$ cat config.mk
export PLATFORM = sky130hd
export DESIGN_NAME = rgb_pwm_driver_flat
export DESIGN_NICKNAME = d
export VERILOG_FILES = /design/src/rtl/rgb_pwm_driver_if.sv /design/src/rtl/rgb_pwm_driver.sv /design/src/flat_wrapper.sv
export SDC_FILE = /design/constraint.sdc
export NUM_CORES = 1
export LEC_CHECK = 0
export CORE_MARGIN = 10
export CORE_UTILIZATION = 32
export DETAILED_ROUTE_END_ITERATION = 16
export PLACE_DENSITY = 0.49
export SLEW_MARGIN = 5
export SYNTH_ARGS = -nofsm -noshare
export SYNTH_HDL_FRONTEND = slang
export SYNTH_SLANG_ARGS = --single-unit
$ cat constraint.sdc
create_clock -name clk -period 4.6 [get_ports clk]
set_clock_uncertainty 0.05 [all_clocks]
set_input_delay 1.38 -clock clk [delete_from_list [all_inputs] [get_ports clk]]
set_output_delay 1.38 -clock clk [all_outputs]
set_load 0.02 [all_outputs]
$ cat src/rtl/rgb_pwm_driver_if.sv
// Control/status bundle between the light sequencer and the RGB PWM driver.
interface rgb_pwm_driver_if #(
    parameter int PWM_BITS = 8
);
    logic                ena;
    logic [2:0]          rgb;
    logic [PWM_BITS-1:0] brightness;
    logic [2:0]          led_pwm;
    logic                busy;
    logic                period_strobe;

    modport master (
        output ena, rgb, brightness,
        input  led_pwm, busy, period_strobe
    );

    modport slave (
        input  ena, rgb, brightness,
        output led_pwm, busy, period_strobe
    );
endinterface

$ cat src/rtl/rgb_pwm_driver.sv
// Three-channel LED PWM driver with per-channel linear duty ramping.
// Duty changes reach the LEDs only at PWM period boundaries, so every period is glitch-free.
module rgb_pwm_driver #(
    parameter int PWM_BITS   = 8,
    parameter int RAMP_TICKS = 1000
) (
    input  logic           clk,
    input  logic           rst,
    rgb_pwm_driver_if.slave bus
);
    localparam int                  PRE_W   = (RAMP_TICKS > 1) ? $clog2(RAMP_TICKS) : 1;
    localparam logic [PWM_BITS-1:0] CNT_MAX = {PWM_BITS{1'b1}};
    localparam logic [PWM_BITS-1:0] ONE     = {{(PWM_BITS-1){1'b0}}, 1'b1};
    localparam logic [PRE_W-1:0]    PRE_MAX = PRE_W'(RAMP_TICKS - 1);
    localparam logic [PRE_W-1:0]    PRE_ONE = {{(PRE_W-1){1'b0}}, 1'b1};

    localparam logic [1:0] ST_IDLE = 2'd0;
    localparam logic [1:0] ST_UP   = 2'd1;
    localparam logic [1:0] ST_DOWN = 2'd2;

    logic [PWM_BITS-1:0] cnt_q, cnt_d;
    logic [PRE_W-1:0]    pre_q, pre_d;
    logic [PWM_BITS-1:0] duty_q [3];
    logic [PWM_BITS-1:0] duty_d [3];
    logic [PWM_BITS-1:0] act_q  [3];
    logic [PWM_BITS-1:0] act_d  [3];
    logic [PWM_BITS-1:0] target [3];
    logic [1:0]          state  [3];
    logic [2:0]          led_q, led_d;
    logic                strobe;
    logic                tick;
    logic                busy_w;

    // Single saturating-free step: the ramp state already guarantees no overshoot or wrap.
    function automatic logic [PWM_BITS-1:0] step_duty(
        input logic [PWM_BITS-1:0] d,
        input logic [1:0]          st
    );
        logic [PWM_BITS-1:0] r;
        r = d;
        case (st)
            ST_UP:   r = d + ONE;
            ST_DOWN: r = d - ONE;
            default: r = d;
        endcase
        return r;
    endfunction

    always_comb begin
        strobe = bus.ena && (cnt_q == CNT_MAX);
        tick   = bus.ena && (pre_q == PRE_MAX);
        cnt_d  = bus.ena ? (cnt_q + ONE) : '0;
        pre_d  = (bus.ena && !tick) ? (pre_q + PRE_ONE) : '0;
        busy_w = 1'b0;
        led_d  = '0;
        for (int c = 0; c < 3; c++) begin
            target[c] = bus.rgb[c] ? bus.brightness : '0;
            if (duty_q[c] < target[c]) begin
                state[c] = ST_UP;
            end else if (duty_q[c] > target[c]) begin
                state[c] = ST_DOWN;
            end else begin
                state[c] = ST_IDLE;
            end
            busy_w = busy_w | (state[c] != ST_IDLE);
            if (!bus.ena) begin
                duty_d[c] = '0;
            end else if (tick) begin
                duty_d[c] = step_duty(duty_q[c], state[c]);
            end else begin
                duty_d[c] = duty_q[c];
            end
            // The strobe captures the pre-step duty even when a tick lands in the same cycle.
            if (!bus.ena) begin
                act_d[c] = '0;
            end else if (strobe) begin
                act_d[c] = duty_q[c];
            end else begin
                act_d[c] = act_q[c];
            end
            led_d[c] = bus.ena && (cnt_q < act_q[c]);
        end
    end

    always_ff @(posedge clk or posedge rst) begin
        if (rst) begin
            cnt_q <= '0;
            pre_q <= '0;
            led_q <= '0;
            for (int c = 0; c < 3; c++) begin
                duty_q[c] <= '0;
                act_q[c]  <= '0;
            end
        end else begin
            cnt_q <= cnt_d;
            pre_q <= pre_d;
            led_q <= led_d;
            for (int c = 0; c < 3; c++) begin
                duty_q[c] <= duty_d[c];
                act_q[c]  <= act_d[c];
            end
        end
    end

    assign bus.led_pwm       = led_q;
    assign bus.busy          = busy_w;
    assign bus.period_strobe = strobe;
endmodule

$ cat src/flat_wrapper.sv
// flat-port wrapper written by rule: the top's interface ports become plain ports
module rgb_pwm_driver_flat 
#(
    parameter int PWM_BITS   = 8,
    parameter int RAMP_TICKS = 1000
)
  (clk, rst, bus_ena, bus_rgb, bus_brightness, bus_led_pwm, bus_busy, bus_period_strobe);
  rgb_pwm_driver_if #(.PWM_BITS(PWM_BITS)) bus_i ();
  input  logic clk;
  input  logic rst;
  input wire logic [$bits(bus_i.ena)-1:0] bus_ena;
  input wire logic [$bits(bus_i.rgb)-1:0] bus_rgb;
  input wire logic [$bits(bus_i.brightness)-1:0] bus_brightness;
  output wire logic [$bits(bus_i.led_pwm)-1:0] bus_led_pwm;
  output wire logic [$bits(bus_i.busy)-1:0] bus_busy;
  output wire logic [$bits(bus_i.period_strobe)-1:0] bus_period_strobe;
  assign bus_i.ena = bus_ena;
  assign bus_i.rgb = bus_rgb;
  assign bus_i.brightness = bus_brightness;
  assign bus_led_pwm = bus_i.led_pwm;
  assign bus_busy = bus_i.busy;
  assign bus_period_strobe = bus_i.period_strobe;
  rgb_pwm_driver #(.PWM_BITS(PWM_BITS), .RAMP_TICKS(RAMP_TICKS)) u_core (.clk(clk), .rst(rst), .bus(bus_i));
endmodule
Yosys cells after proc, flatten, opt, wreduce, memory -nomap -nowiden
Index checks and enable logic that the tools add are counted.
- register bits after elaboration: 69
- output and inout bits: 5
- input bits: 14
- word-level logic and storage cells: 80
- magnitude comparators: 9
- reductions and logical operators: 13
- multiplexer cells: 26
- add/subtract/negate cells: 8
- equal/unequal tests: 13
- bitwise gates (word level): 2
- operators by type and width (kind ; count):
    2-to-1 mux 8 bit ; 16
    < comparator 8 bit ; 6
    case mux 8 bit (2 select lines) ; 3
    adder 8 x 1 -> 8 bit, second input constant ; 4
    greater-than comparator 8 bit ; 3
    subtractor 8 x 1 -> 8 bit, second input constant ; 3
    2-to-1 mux 2 bit ; 6
    adder 10 x 1 -> 10 bit, second input constant ; 1
    equality test 10 bit, second input constant ; 1
    2-to-1 mux 10 bit ; 1
    != test 3 x 1 -> 1 bit, second input constant ; 3
    equality test 8 bit, second input constant ; 1
    equality test 2 x 1 -> 1 bit, second input constant ; 3
    equality test 2 bit, second input constant ; 3
    logical AND 1 bit ; 6
    AND reduction 2 bit ; 3
    nonzero test 2 bit ; 3
    != test 2 x 1 -> 1 bit, second input constant ; 2
    bitwise OR 1 bit ; 2
    logical NOT 1 bit ; 1

Logic depth before layout (Yosys ltp)
Gate-level depths: netlist of the first run.
- word-level depth: 8
- gate-level depth with buffers: 15
- mapped depth without buffers: 14

Least setup slack after synthesis of the first run
Ideal clock, no wire load.
- path kind: input -> output
- from: input port bus_rgb[2]
- to: output port bus_busy
- cell stages on the path: 7
- arrival: 2844 ps
- data required time: 3170 ps
- setup slack: 326 ps
- buffers on the path: 1
- cells stage by stage: clkbuf_1 nand2_1 ha_1 nand4_1 nor3_2 o21a_1 nand3_1
- longest elaborated chain between the ends: 6
- elaborated cells on any way between the ends: 7
- classes of those cells: order compare (2); mux (3); bitwise (1); reduce/logical (1)
- RTL lines (what ; line ; RTL):
    start: declaration ; flat_wrapper.sv:12 ; input wire logic [$bits(bus_i.rgb)-1:0] bus_rgb;
    2-to-1 mux 8 bit * ; rgb_pwm_driver.sv:57 ; target[c] = bus.rgb[c] ? bus.brightness : '0;
    greater-than comparator 8 bit ; rgb_pwm_driver.sv:60 ; end else if (duty_q[c] > target[c]) begin
    2-to-1 mux 2 bit ; rgb_pwm_driver.sv:60 ;
    2-to-1 mux 2 bit * ; rgb_pwm_driver.sv:58 ; if (duty_q[c] < target[c]) begin
    nonzero test 2 bit * ; rgb_pwm_driver.sv:65 ; busy_w = busy_w | (state[c] != ST_IDLE);
    bitwise OR 1 bit * ; rgb_pwm_driver.sv:65 ;
    end: declaration ; flat_wrapper.sv:15 ; output wire logic [$bits(bus_i.busy)-1:0] bus_busy;
Every way passes the cells marked *; elsewhere a longest branch is shown, timed or not.

Final worst setup path of the first run
- from: input port bus_brightness[1]
- to: output port bus_busy
- longest elaborated chain between the ends: 7
- elaborated cells on any way between the ends: 20
- classes of those cells: order compare (6); mux (9); bitwise (2); reduce/logical (3)
- RTL lines (what ; line ; RTL):
    start: declaration ; flat_wrapper.sv:13 ; input wire logic [$bits(bus_i.brightness)-1:0] bus_brightness;
    2-to-1 mux 8 bit ; rgb_pwm_driver.sv:57 ;
    greater-than comparator 8 bit ; rgb_pwm_driver.sv:60 ;
    2-to-1 mux 2 bit ; rgb_pwm_driver.sv:60 ;
    2-to-1 mux 2 bit ; rgb_pwm_driver.sv:58 ;
    nonzero test 2 bit ; rgb_pwm_driver.sv:65 ;
    bitwise OR 1 bit ; rgb_pwm_driver.sv:65 ;
    bitwise OR 1 bit * ; rgb_pwm_driver.sv:65 ;
Marked as above.

==> results of run 1 <==
-- cells in the mapped netlist, drive strengths merged --
library cell  instances  share of area (%)
a211oi                1               0.40
a21boi               29                4.4
a21o                  9                1.4
a21oi                30                3.1
a31oi                 2               0.56
a41oi                 1               0.33
and2                 13                1.6
and3                  6               0.86
and4b                 3               0.61
buf                   3               0.30
clkbuf               12               0.94
dfrtp                69                 35
fa                    3                1.2
ha                   65                 16
inv                  34                2.6
mux2i                15                3.0
nand2                95                7.3
nand2b                7               0.88
nand3                10                1.0
nand4                 6                1.1
nor2                 21                2.6
nor2b                21                2.7
nor3                  4               0.94
o211a                 3               0.61
o211ai                4               0.71
o21a                  2               0.30
o21ai                20                2.1
o21bai                2               0.30
o221a                 1               0.23
o31ai                 1               0.43
or2                   1               0.13
or3                   2               0.25
xnor2                24                4.2
xor2                  9                1.6
-- sequential cells by signal (all words and copies together), names as in the netlist --
name,count
u_core.act_q,24
u_core.bus.led_pwm,3
u_core.cnt_q,8
u_core.duty_q,24
u_core.pre_q,10
-- routing by layer --
layer / track usage [%] / vias to the layer above / wire length, um
li1: - / 1920 / -
met5: 0 / - / 0
met1: 15.3 / 1714 / 5680
met3: 2.30 / 14 / 247
met2: 17.2 / 27 / 4930
met4: 3.51 / 0 / 152
-- logic make-up (layout without fill, tap and decap cells) --
logic type,count (synthesis),after routing,synth area share [%]
and+or+nand+nor,189,189,19.9
DFF,69,69,34.9
AOI/OAI and AO/OA,105,105,14.8
xor gates and xnor gates,33,33,5.84
adders and majority gates,68,68,17.6
buffers and inverters,49,115,3.82
muxes,15,15,3.03
-- power groups by stage --
stage	clock network (mW)	registers [mW]	logic (mW)
finish	0.639	0.621	0.166
global route	0.689	0.622	0.187
CTS	0.659	0.621	0.164
detailed placement	0	0.632	0.161
global placement	0	0.632	0.157
floorplan	0	0.633	0.0960
-- area by class of cell --
type	count	share of cell area [%]
Clock inverter	4	0.375
Inverter	34	2.12
Timing Repair Buffer	65	9.23
Clock buffer	12	4.27
Multi-Input combinational cell	410	51.4
Sequential cell	69	28.7
Tap cell	188	3.92
-- timing repair --
action,CTS,global route
pin swaps,2,8
endpoints found under the hold margin,0,0
endpoints found under the setup margin,1,4
buffers inserted,5,3
gates resized for setup,9,16
-- layout by cell type (no fill, tap or decap), types with 3 or more instances in the layout --
cell | Yosys | final
and4b_1 | 3 | 3
xor2_1 | 9 | 9
nand2b_1 | 7 | 7
and2_1 | 13 | 13
xnor2_1 | 24 | 24
nor2_1 | 17 | 16
nand3_1 | 10 | 10
o211a_1 | 3 | 3
o211ai_1 | 3 | 3
nor2b_1 | 21 | 21
a21oi_1 | 29 | 28
clkdlybuf4s50_1 | 0 | 8
ha_1 | 65 | 62
nor3_2 | 3 | 3
buf_4 | 0 | 46
dlymetal6s2s_1 | 0 | 6
dfrtp_1 | 69 | 69
mux2i_1 | 15 | 15
and3_2 | 4 | 4
nand2_1 | 94 | 92
a21o_1 | 9 | 8
o21ai_1 | 4 | 6
inv_1 | 33 | 32
nand4_1 | 5 | 5
nand2_2 | 1 | 3
clkinv_2 | 0 | 3
a21boi_0 | 6 | 6
nor2_8 | 3 | 3
ha_4 | 0 | 3
clkbuf_16 | 0 | 9
a21boi_1 | 23 | 23
o21ai_0 | 15 | 13
-- worst reg2reg max path, delay by kind of cell, from the launching register on --
kind                     cells  cell delay, ns
AND/OR/NAND/NOR              6            0.81
adder cells (fa/ha/maj)      2            0.60
buffers and inverters        5            0.55
AO/OA/AOI/OAI                3            0.54
flip-flops                   1            0.43
XOR/XNOR                     1            0.13
multiplexers                 1            0.12
-- per-stage QoR --
step           utilization (%)  power (mW)  TNS (ns)
2_1_floorplan                -       0.729         0
3_3_place_gp              36.9       0.789    -0.825
3_5_place_dp              36.9       0.793     -1.32
4_1_cts                   38.9        1.44         0
5_1_grt                   39.5        1.50         0
6_report                  39.5        1.43         0
-- worst max path at each step --
stage                                     to  slack, ns  cells after the start
2_1_floorplan                       bus_busy       0.33                      7
3_3_place_gp                        bus_busy      -0.43                      9
3_5_place_dp                        bus_busy      -0.49                      9
4_1_cts                             bus_busy      0.005                      9
5_1_grt        u_core.duty_q[23]$_DFFE_PP0P_       0.01                     20
6_report                            bus_busy       0.12                      8
==> out/results.tsv, run 1 <==
metric	value	unit
status	finished, final reports clean	
Rows	45	
critical path required time	3.17	ns
leakage power	2.81	nW
chip height	144	um
Gate Count Post-Synth	528	
largest fanout on the critical path	3	
vias in the first global route	3747	
DRC errors left	0	
Crit path max-delay family	buffers and inverters	
worst setup margin	0.117	ns
Fmax	223	MHz
Num CTS Buffers	9	
sink count of the clock tree	69	
I/O pin total	19	
FILL cells	1534	
synthesized cell area	4950	um^2
final count of hold timing violations	0	
R2R Setup Slk	1.23	ns
H-Tree Depth	3	
Int Pwr	1.09	mW
Storage cell area	1730	um^2
initial antenna violation count	0	
via count	3675	
DRT antenna net count	0	
Critical path buffers and inverters	2	
Crit Path Class	in2out	
gp weighted congestion	0.836	
min-delay worst type	reg2reg	
post-route cell area	6010	um^2
DP HPWL	8410	um
CTS tree	built	
Slew headroom	42.5	%
final setup violating endpoints	0	
first-pass GRT wire length	18800	um
crit-path cells	clkdlybuf4s50_1 > nand2_1 > ha_1 > nor2b_1 > o211ai_2 > a31oi_4 > nand3_1 > buf_4	
Reg-to-Reg Start	u_core.duty_q[23]$_DFFE_PP0P_	
worst hold start	u_core.pre_q[0]$_DFF_PP0_	
MaxCap Viol Count	0	
Worst Path Arrival	3.05	ns
routed vias/inst	4.70	
Crit. End Element	output port	
Seq/Total Area, Yosys	34.9	%
Skew-Pair Late Insertion Delay	0.33	ns
Die Wd	144	um
WHS	0.408	ns
CP max stage cell	clkdlybuf4s50_1	
Final Cycle Share	97.5	%
GRT overflow	0	
worst reg2reg path depth	18	
Pwr per Cell Area	237	nW/um^2
Antenna Cells	0	
Worst Hold End	u_core.pre_q[0]$_DFF_PP0_	
TritonRoute pass-1 iters	4	
Worst Setup SP	bus_brightness[1]	
starting density of the core	32.6	%
Tot GR Track Use	11.2	%
Iter 0 DRT Violations	159	
Final Slew Violations	0	
R2R Path End	u_core.duty_q[23]$_DFFE_PP0P_	
Placed Cells	758	
syn_nets	610	
fin crit period	4.48	ns
crit start category	input port	
Syn Area/Cell	9.37	um^2
Layout Cells excl Fill	782	
area occupied by multi-input gates	3090	um^2
Post-Route WL	11000	um
Reg power frac	43.6	%
Worst-Margin Slew	0.862	ns
Place WS	-0.495	ns
share of layout cells above drive strength 1	16.3	%
clk slew on worst S/H paths	0.05	ns
Switching Share	23.9	%
Gate power share	11.6	%
post-synth cell types	48	
Wirelength per Cell	14.1	um
Sw Pwr	340	uW
Nets	671	
RSZ-0062 raised after global routing	false	
Post-DP Area	5600	um^2
area delta synth->final	21.4	%
core area	15200	um^2
die area	20800	um^2
Port Buf Inserts	18	
YS warnings	0	
clock tree buffer depth	2	
clock group share of total power	44.8	%
CP peak stage delay	0.56	ns
Worst VDD drop	193	uV
largest net degree at the start of global routing	67	
CTS Hold Bufs	0	
CTS root buf	clkbuf_16	
Seq cells post-synth	69	
hold path cells	1	
No activity file was read; power rests on OpenSTA's default activity.
==> run 2: changes to the inputs <==
--- a/config.mk
+++ b/config.mk
@@ -8,6 +8,7 @@
 export CORE_MARGIN = 10
 export CORE_UTILIZATION = 32
 export DETAILED_ROUTE_END_ITERATION = 16
+export MAX_ROUTING_LAYER = met4
 export PLACE_DENSITY = 0.49
 export SLEW_MARGIN = 5
 export SYNTH_ARGS = -nofsm -noshare
==> out/results.tsv, run 2 (synthesis gave the netlist of run 1 again) <==
metric	value	unit	change
Worst-Margin Slew	0.848	ns	-0.0139 ns
Switching Share	23.8	%	-0.090 points
Worst Setup SP	bus_brightness[1]		
first-pass GRT wire length	18700	um	-0.11%
Gate power share	11.6	%	about the same
top flop regs	u_core.act_q x24, u_core.duty_q x24, u_core.pre_q x10		
Port Buf Inserts	18		unchanged
Slew headroom	43.4	%	+0.93 points
commonest non-fill, non-tap cell in the layout	nand2_1		
routed vias/inst	4.71		+0.24%
Worst Path Arrival	3.05	ns	about the same
CTS root buf	clkbuf_16		
Reg power frac	43.6	%	about the same
Num CTS Buffers	9		unchanged
fin crit period	4.48	ns	-0.000813 ns
Final Cycle Share	97.4	%	about the same
Skew-Pair Late Insertion Delay	0.33	ns	about the same
Place WS	-0.495	ns	unchanged
die area	20800	um^2	unchanged
Wirelength per Cell	14.1	um	about the same
GRT overflow	0		unchanged
core area	15200	um^2	unchanged
largest fanout on the critical path	3		unchanged
DRT antenna net count	0		unchanged
Tot GR Track Use	11.4	%	+0.28 points
crit start category	input port		
MaxCap Viol Count	0		unchanged
status	finished, final reports clean		
Worst Hold End	u_core.pre_q[0]$_DFF_PP0_		
Die Wd	144	um	unchanged
DRC errors left	0		unchanged
RSZ-0062 raised after global routing	false		
FILL cells	1534		unchanged
clock tree buffer depth	2		unchanged
Rows	45		unchanged
worst setup margin	0.117	ns	+0.000813 ns
most frequent cells in the layout	nand2_1 (92), dfrtp_1 (69), ha_1 (62)		
CTS Hold Bufs	0		unchanged
final count of hold timing violations	0		unchanged
Post-DP Area	5600	um^2	unchanged
final setup violating endpoints	0		unchanged
Reg-to-Reg Start	u_core.duty_q[23]$_DFFE_PP0P_		
Crit. End Element	output port		
post-route cell area	6010	um^2	unchanged
Sw Pwr	339	uW	-0.50%
clk slew on worst S/H paths	0.05	ns	about the same
Worst VDD drop	192	uV	-0.24%
I/O pin total	19		unchanged
Nets	671		unchanged
R2R Setup Slk	1.23	ns	about the same
worst hold start	u_core.pre_q[0]$_DFF_PP0_		
chip height	144	um	unchanged
Post-Route WL	11000	um	about the same
Int Pwr	1.09	mW	about the same
fin util	39.5	%	unchanged
gp weighted congestion	0.848		+1.4%
Fmax	223	MHz	about the same
Antenna Cells	0		unchanged
H-Tree Depth	3		unchanged
worst reg2reg path depth	18		unchanged
TritonRoute pass-1 iters	4		unchanged
area delta synth->final	21.4	%	unchanged
Crit Path Class	in2out		
hold path cells	1		unchanged
vias in the first global route	3752		+0.13%
critical path required time	3.17	ns	about the same
initial antenna violation count	0		unchanged
clock group share of total power	44.8	%	about the same
starting density of the core	32.6	%	unchanged
DP HPWL	8410	um	unchanged
Iter 0 DRT Violations	141		-11%
sink count of the clock tree	69		unchanged
R2R Path End	u_core.duty_q[23]$_DFFE_PP0P_		
largest net degree at the start of global routing	67		unchanged
Final Slew Violations	0		unchanged
leakage power	2.81	nW	unchanged
share of layout cells above drive strength 1	16.3	%	unchanged
CTS tree	built		
min-delay worst type	reg2reg		
via count	3684		+0.24%
Pwr per Cell Area	237	nW/um^2	-0.12%
## run 2: cell counts in the layout (fill, tap and decap cells not counted)
No cell type changed its count.
## run 2: metal layers
| layer | track usage, % | share of wire [%] | vias up |
|---|---|---|---|
| met5 | - | 0 | - |
| met4 | 3.51 | 1.4 | 0 |
| met3 | 2.03 | 1.7 | 14 |
| met2 | 17.2 | 45 | 28 |
| met1 | 15.4 | 52 | 1722 |
| li1 | - | - | 1920 |
## run 2: worst max-delay path: stages
cell             delay (ns)
clkdlybuf4s50_1        0.55
nand2_1                0.08
ha_1                   0.29
nor2b_1                0.16
o211ai_2               0.14
a31oi_4                0.20
nand3_1                0.09
buf_4                  0.16
## run 2: worst max-delay path by stage
| stage | to | slack [ns] |
|---|---|---|
| after floorplan | bus_busy | 0.33 |
| after global placement | bus_busy | -0.43 |
| after detailed placement | bus_busy | -0.49 |
| after CTS | bus_busy | 0.005 |
| after global routing | u_core.duty_q[23]$_DFFE_PP0P_ | 0.01 |
| final | bus_busy | 0.12 |
## run 2: cell type report
class	count	area (um^2)	share of cell area, %
clock buffer	12	256	4.27
multi-input combinational	410	3090	51.4
sequential	69	1730	28.7
clock inverter	4	22.5	0.375
tap	188	235	3.92
timing repair buffer	65	554	9.23
inverter	34	128	2.12
## run 2: through the flow
step / hold slack [ns] / instances / TNS, ns / power, mW
finish: 0.408 / 782 / 0 / 1.42
detailed placement: 0.406 / 758 / -1.32 / 0.793
global placement: 0.403 / 758 / -0.825 / 0.789
CTS: 0.414 / 779 / 0 / 1.44
floorplan: 0.375 / 528 / 0 / 0.729
global route: 0.456 / 782 / 0 / 1.50
## run 2: what timing repair did
item                                    in CTS  in global routing
endpoints found under the setup margin       1                  4
pin swaps                                    2                  8
gates resized for setup                      9                 16
setup buffers                                5                  3
## run 2: power by group through the flow
stage / combinational (mW) / clock [mW] / sequential [mW]
final: 0.165 / 0.637 / 0.621
after global routing: 0.187 / 0.689 / 0.622
after global placement: 0.157 / 0 / 0.632
after floorplan: 0.0960 / 0 / 0.633
after detailed placement: 0.161 / 0 / 0.632
after CTS: 0.164 / 0.659 / 0.621
